## config.mk

```make
export PLATFORM = sky130hd
export DESIGN_NAME = nco_sweep_ctrl
export DESIGN_NICKNAME = d
export VERILOG_FILES = /design/src/rtl/nco_sweep_ctrl.sv
export SDC_FILE = /design/constraint.sdc
export NUM_CORES = 1
export LEC_CHECK = 0
export BUFFER_PORTS_ARGS = -buffer_cell sky130_fd_sc_hd__buf_2
export CAP_MARGIN = 15
export CORE_ASPECT_RATIO = 0.6
export CORE_UTILIZATION = 40
export CTS_CLUSTER_DIAMETER = 200
export DETAILED_ROUTE_END_ITERATION = 6
export PLACE_DENSITY = 0.6
export SYNTH_ARGS = -nofsm -noshare
export SYNTH_HDL_FRONTEND = slang
export SYNTH_SLANG_ARGS = --single-unit
```

## constraint.sdc

```tcl
create_clock -name clk -period 5.5 [get_ports clk]
set_input_delay 0.55 -clock clk [delete_from_list [all_inputs] [get_ports clk]]
set_output_delay 0.55 -clock clk [all_outputs]
set_load 0.05 [all_outputs]
```

## src/rtl/nco_sweep_ctrl.sv

```systemverilog
// nco_sweep_ctrl
// Linear frequency-sweep generator. It produces the phase-increment word for
// an NCO. The word steps from f_start toward f_stop by f_step and holds each
// value for dwell+1 enabled cycles. It supports one-shot and repeating sweeps.
// While a sweep runs, all inputs are ignored except abort.
module nco_sweep_ctrl #(
  parameter int APR = 32,
  parameter int DW  = 16
) (
  input  logic           clk,
  input  logic           reset_n,
  input  logic           clken,
  input  logic           start,
  input  logic           abort,
  input  logic           mode,
  input  logic [APR-1:0] f_start,
  input  logic [APR-1:0] f_stop,
  input  logic [APR-1:0] f_step,
  input  logic [DW-1:0]  dwell,
  output logic [APR-1:0] phi_inc_o,
  output logic           busy,
  output logic           done,
  output logic           wrap
);

  typedef enum logic {
    IDLE = 1'b0,
    RUN  = 1'b1
  } stateT;

  stateT          r_state;
  stateT          w_stateNxt;

  logic [APR-1:0] r_phiInc;
  logic [APR-1:0] w_phiIncNxt;
  logic [DW-1:0]  r_dwellCnt;
  logic [DW-1:0]  w_dwellCntNxt;
  logic           r_busy;
  logic           w_busyNxt;
  logic           r_done;
  logic           w_doneNxt;
  logic           r_wrap;
  logic           w_wrapNxt;
  logic           w_latch;

  // Parameters captured when a sweep starts.
  logic [APR-1:0] r_startL;
  logic [APR-1:0] r_stopL;
  logic [APR-1:0] r_stepL;
  logic [DW-1:0]  r_dwellL;
  logic           r_modeL;

  // The sum is one bit wider than APR so that a carry out of the top bit
  // counts as passing the stop value, instead of silently wrapping.
  logic [APR:0]   w_sum;
  logic           w_atEnd;

  // Next-state and next-value logic for the sweep.
  always_comb begin
    w_stateNxt    = r_state;
    w_phiIncNxt   = r_phiInc;
    w_dwellCntNxt = r_dwellCnt;
    w_busyNxt     = r_busy;
    w_doneNxt     = 1'b0;
    w_wrapNxt     = 1'b0;
    w_latch       = 1'b0;
    w_sum         = {1'b0, r_phiInc} + {1'b0, r_stepL};
    w_atEnd       = w_sum[APR] | (w_sum > {1'b0, r_stopL});

    case (r_state)
      IDLE: begin
        if (start) begin
          w_latch       = 1'b1;
          w_phiIncNxt   = f_start;
          w_dwellCntNxt = '0;
          w_busyNxt     = 1'b1;
          w_stateNxt    = RUN;
        end
      end
      RUN: begin
        if (abort) begin
          w_busyNxt  = 1'b0;
          w_stateNxt = IDLE;
        end else if (r_dwellCnt != r_dwellL) begin
          w_dwellCntNxt = r_dwellCnt + {{(DW-1){1'b0}}, 1'b1};
        end else begin
          w_dwellCntNxt = '0;
          if (!w_atEnd) begin
            w_phiIncNxt = w_sum[APR-1:0];
          end else if (!r_modeL) begin
            w_phiIncNxt = r_stopL;
            w_doneNxt   = 1'b1;
            w_busyNxt   = 1'b0;
            w_stateNxt  = IDLE;
          end else begin
            w_phiIncNxt = r_startL;
            w_wrapNxt   = 1'b1;
          end
        end
      end
      default: begin
        w_stateNxt = IDLE;
        w_busyNxt  = 1'b0;
      end
    endcase
  end

  // State and sweep registers. They advance only on enabled cycles. The
  // done and wrap pulses last one clk and drop on the next edge even when
  // clken is low.
  always_ff @(posedge clk or negedge reset_n) begin
    if (!reset_n) begin
      r_state    <= IDLE;
      r_phiInc   <= '0;
      r_dwellCnt <= '0;
      r_busy     <= 1'b0;
      r_done     <= 1'b0;
      r_wrap     <= 1'b0;
    end else if (clken) begin
      r_state    <= w_stateNxt;
      r_phiInc   <= w_phiIncNxt;
      r_dwellCnt <= w_dwellCntNxt;
      r_busy     <= w_busyNxt;
      r_done     <= w_doneNxt;
      r_wrap     <= w_wrapNxt;
    end else begin
      r_done     <= 1'b0;
      r_wrap     <= 1'b0;
    end
  end

  // Capture the sweep parameters when a sweep begins from IDLE.
  always_ff @(posedge clk or negedge reset_n) begin
    if (!reset_n) begin
      r_startL <= '0;
      r_stopL  <= '0;
      r_stepL  <= '0;
      r_dwellL <= '0;
      r_modeL  <= 1'b0;
    end else if (clken && w_latch) begin
      r_startL <= f_start;
      r_stopL  <= f_stop;
      r_stepL  <= f_step;
      r_dwellL <= dwell;
      r_modeL  <= mode;
    end
  end

  assign phi_inc_o = r_phiInc;
  assign busy      = r_busy;
  assign done      = r_done;
  assign wrap      = r_wrap;

endmodule
```

==> results.sh <==
export IMPL_cp_max_fo=18
export IMPL_wl_per_cell_um=17.80
export IMPL_worst_endpoint_required_ns=5.87
export IMPL_layout_drive_gt1_share=0.1736
export IMPL_synth_area_um2=9946
export IMPL_cts_tree="built"
export IMPL_vias=8706
export IMPL_finalSetupViolCount=0
export IMPL_post_cts_setup_buffer_count=0
export IMPL_grtUsageTotal=0.2420
export IMPL_drt_iter0_drc=684
export IMPL_finalSetupTns_ns=0
export IMPL_period_share=0.9402
export IMPL_port_buffers=152
export IMPL_cts_reportedPaths_clkPinSlew_ns=0.07
export IMPL_ys_ff_latch=165
export IMPL_hold_path_class="input port to async pin"
export IMPL_synth_top_area_frac=0.4151
export IMPL_end_kind="register"
export IMPL_start_kind="register"
export IMPL_total_leakage_power_nw=5.578
export IMPL_maxSlewHeadroom=0.2592
export IMPL_gp_congestion=0.9087
export IMPL_synthCells=1181
export IMPL_synth_edff_count=0
export IMPL_synth_distinct_cells=64
export IMPL_ir_drop_mv=0.3325
export IMPL_synth_nets=1365
export IMPL_drc_errors=0
export IMPL_io_pins=153
export IMPL_slew_viol_final=0
export IMPL_clockBufferDepth=2
export IMPL_initial_core_util=0.4097
export IMPL_power_w=0.007930
export IMPL_max_cap_violations=0
export IMPL_ant_nets=0
export IMPL_core_rowCount=44
export IMPL_grt_pass1_wl_mm=46.46
export IMPL_crit_arrival_ns=5.54
export IMPL_firstDrtPassIters=5
export IMPL_fmax_mhz=193.4
export IMPL_cts_made_buffers=17
export IMPL_p_per_area_nw_per_um2=685.8
export IMPL_synthFlopType="dfrtp_1"
export IMPL_post_route_min_period_ns=5.171
export IMPL_htree_num_levels=4
export IMPL_cts_hold_buf=0
export IMPL_syn_area_per_cell_um2=8.421
export IMPL_cts_resized=0
export IMPL_finalHoldViolations=0
export IMPL_first_global_vias=8161
export IMPL_die_h_um=124.1
export IMPL_synth_largest_area_cell="dfrtp_1"
export IMPL_status="completed"
export IMPL_die_w_um=205.6
export IMPL_core_um2=24280
export IMPL_clock_latency_ns=0.45
export IMPL_finalWirelength_mm=29.21
export IMPL_fin_nets=1491
export IMPL_synthArstFlopShare=1.000
export IMPL_dpl_hpwl_mm=21.70
export IMPL_worst_pin_slew_ns=1.111
export IMPL_die_area_um2=25520
export IMPL_clockRootBuffer="clkbuf_16"
export IMPL_area_growth_syn_to_layout_pct=16.27
export IMPL_grt_overflow_total=0
export IMPL_worstSetupPathType="register to register"
export IMPL_rsz0062_at_grt="no"
export IMPL_yosysSeqAreaShare=0.4151
export IMPL_n_antenna_cell=0
export IMPL_avgViaCountPerCell=5.305
export IMPL_yosysWarningCount=0
export IMPL_grt_max_degree=80
export IMPL_synth_area_leaders="dfrtp_1, nand2_1, ha_1"
export IMPL_cts_sinks=165
export IMPL_antenna_found_initial=0
export IMPL_skew_ns=0.01193
==> sequential cells by signal, indices dropped and copies added, names as in the netlist <==
signal,cells
done,1
r_state,1
wrap,1
r_stepL,32
r_startL,32
r_dwellL,16
r_dwellCnt,16
r_stopL,32
r_modeL,1
busy,1
phi_inc_o,32
==> per-layer routing <==
layer | part of all wire | GRT usage
met1 | 0.56 | 0.4009
met2 | 0.37 | 0.3056
met3 | 0.065 | 0.04474
met4 | 0.012 | 0.06343
met5 | 0 | 0
==> power breakdown <==
group	leakage (nW)	switching, W	internal (W)
clock network	0.284	0.000510	0.000736
registers	2.05	0.000314	0.00157
logic	3.24	0.00295	0.00186
total	5.58	0.00377	0.00416
==> cell families (layout without fill, tap and decap cells) <==
kind of cell,Yosys count,in the layout,share of synthesized area
DFF,165,165,0.4151
and+or+nand+nor,515,515,0.2210
xor gates and xnor gates,54,54,0.04755
AOI/OAI and AO/OA,256,256,0.1571
buffers and inverters,94,232,0.04177
adders and majority gates,66,66,0.08378
muxes,31,31,0.03359
==> worst paths after layout <==
kind | from | end | slack [ns] | cells past startpoint
setup reg to reg | phi_inc_o[0]$_DFFE_PN0P_ | phi_inc_o[2]$_DFFE_PN0P_ | 0.33 | 21
min in group clk | dwell[9] | r_dwellL[9]$_DFFE_PN0P_ | 0.28 | 3
max in group asynchronous | reset_n | r_modeL$_DFFE_PN0P_ | 4.19 | 2
hold / removal | reset_n | r_dwellL[10]$_DFFE_PN0P_ | 0.11 | 1
hold reg to reg | r_startL[30]$_DFFE_PN0P_ | r_startL[30]$_DFFE_PN0P_ | 0.48 | 2
setup / recovery | phi_inc_o[0]$_DFFE_PN0P_ | phi_inc_o[2]$_DFFE_PN0P_ | 0.33 | 21
==> layout by cell type, fill, tap and decap left out, drive strengths merged, types with 4 or more instances in the layout <==
master / count
or3: 5
nand3: 21
dfrtp: 165
o21bai: 4
a211oi: 8
a21oi: 48
mux2: 19
o211ai: 14
o21a: 6
mux2i: 12
nand3b: 4
nor2: 59
xnor2: 19
nand4: 13
o21ai: 117
a21o: 12
nor4: 9
ha: 65
and3: 7
buf: 163
xor2: 35
nor3: 9
a31oi: 23
nor2b: 4
nand2: 349
clkbuf: 23
inv: 39
nand2b: 24
==> cells in the mapped netlist (4+ instances only) <==
cell type  count
a211oi_1       6
a21o_1        12
a21oi_1       47
a31oi_1       23
and3_1         7
buf_1          4
clkbuf_1      45
dfrtp_1      165
ha_1          65
inv_1         38
mux2_2        19
mux2i_1       12
nand2_1      348
nand2b_1      24
nand3_1       21
nand3b_1       4
nand4_1       13
nor2_1        59
nor2b_1        4
nor3_1         8
nor4_1         8
o211ai_1      14
o21a_1         5
o21ai_0      112
or3_1          5
xnor2_1       19
xor2_1        35
==> worst max-delay path, cell delays in order (launching register included) <==
cell and delay, ns:
dfrtp_1 0.40, ha_1 0.25, fa_1 0.44, a211oi_2 0.30, nor3_2 0.11, o21ai_2 0.18
o21bai_2 0.12, a2111o_1 0.47, a31oi_1 0.18, o21bai_1 0.10, xor2_1 0.22, ha_1 0.29
a21o_1 0.16, a21oi_1 0.20, a21oi_1 0.11, a21boi_0 0.13, a311oi_1 0.26, o21a_1 0.19
o21a_4 0.27, buf_12 0.20, mux2_2 0.34, a31oi_1 0.15
==> cell type report <==
type                    instances  area (um2)
clock buffers                  23       467.9
clock inverters                 8       123.9
repair buffers                163       874.6
inverters                      38       142.6
well taps                     322       402.9
multi-input cells             922        5420
flip-flops and latches        165        4131
fillers                      2359       12710
==> metrics by stage <==
| stage | util | cells | cell area (um2) | setup slack (ns) | hold WS [ns] |
|---|---|---|---|---|---|
| after floorplan | - | 1181 | 9946 | 0.7889 | 0.2544 |
| after global placement | 0.4519 | 1610 | 10970 | 0.5238 | 0.4573 |
| after detailed placement | 0.4519 | 1610 | 10970 | 0.3357 | 0.4658 |
| after CTS | 0.4763 | 1641 | 11560 | 0.3069 | 0.1527 |
| after global routing | 0.4763 | 1641 | 11560 | 0.03842 | 0.1659 |
| final | 0.4763 | 1641 | 11560 | 0.3288 | 0.1142 |
Power figures use the tool's default switching activity.
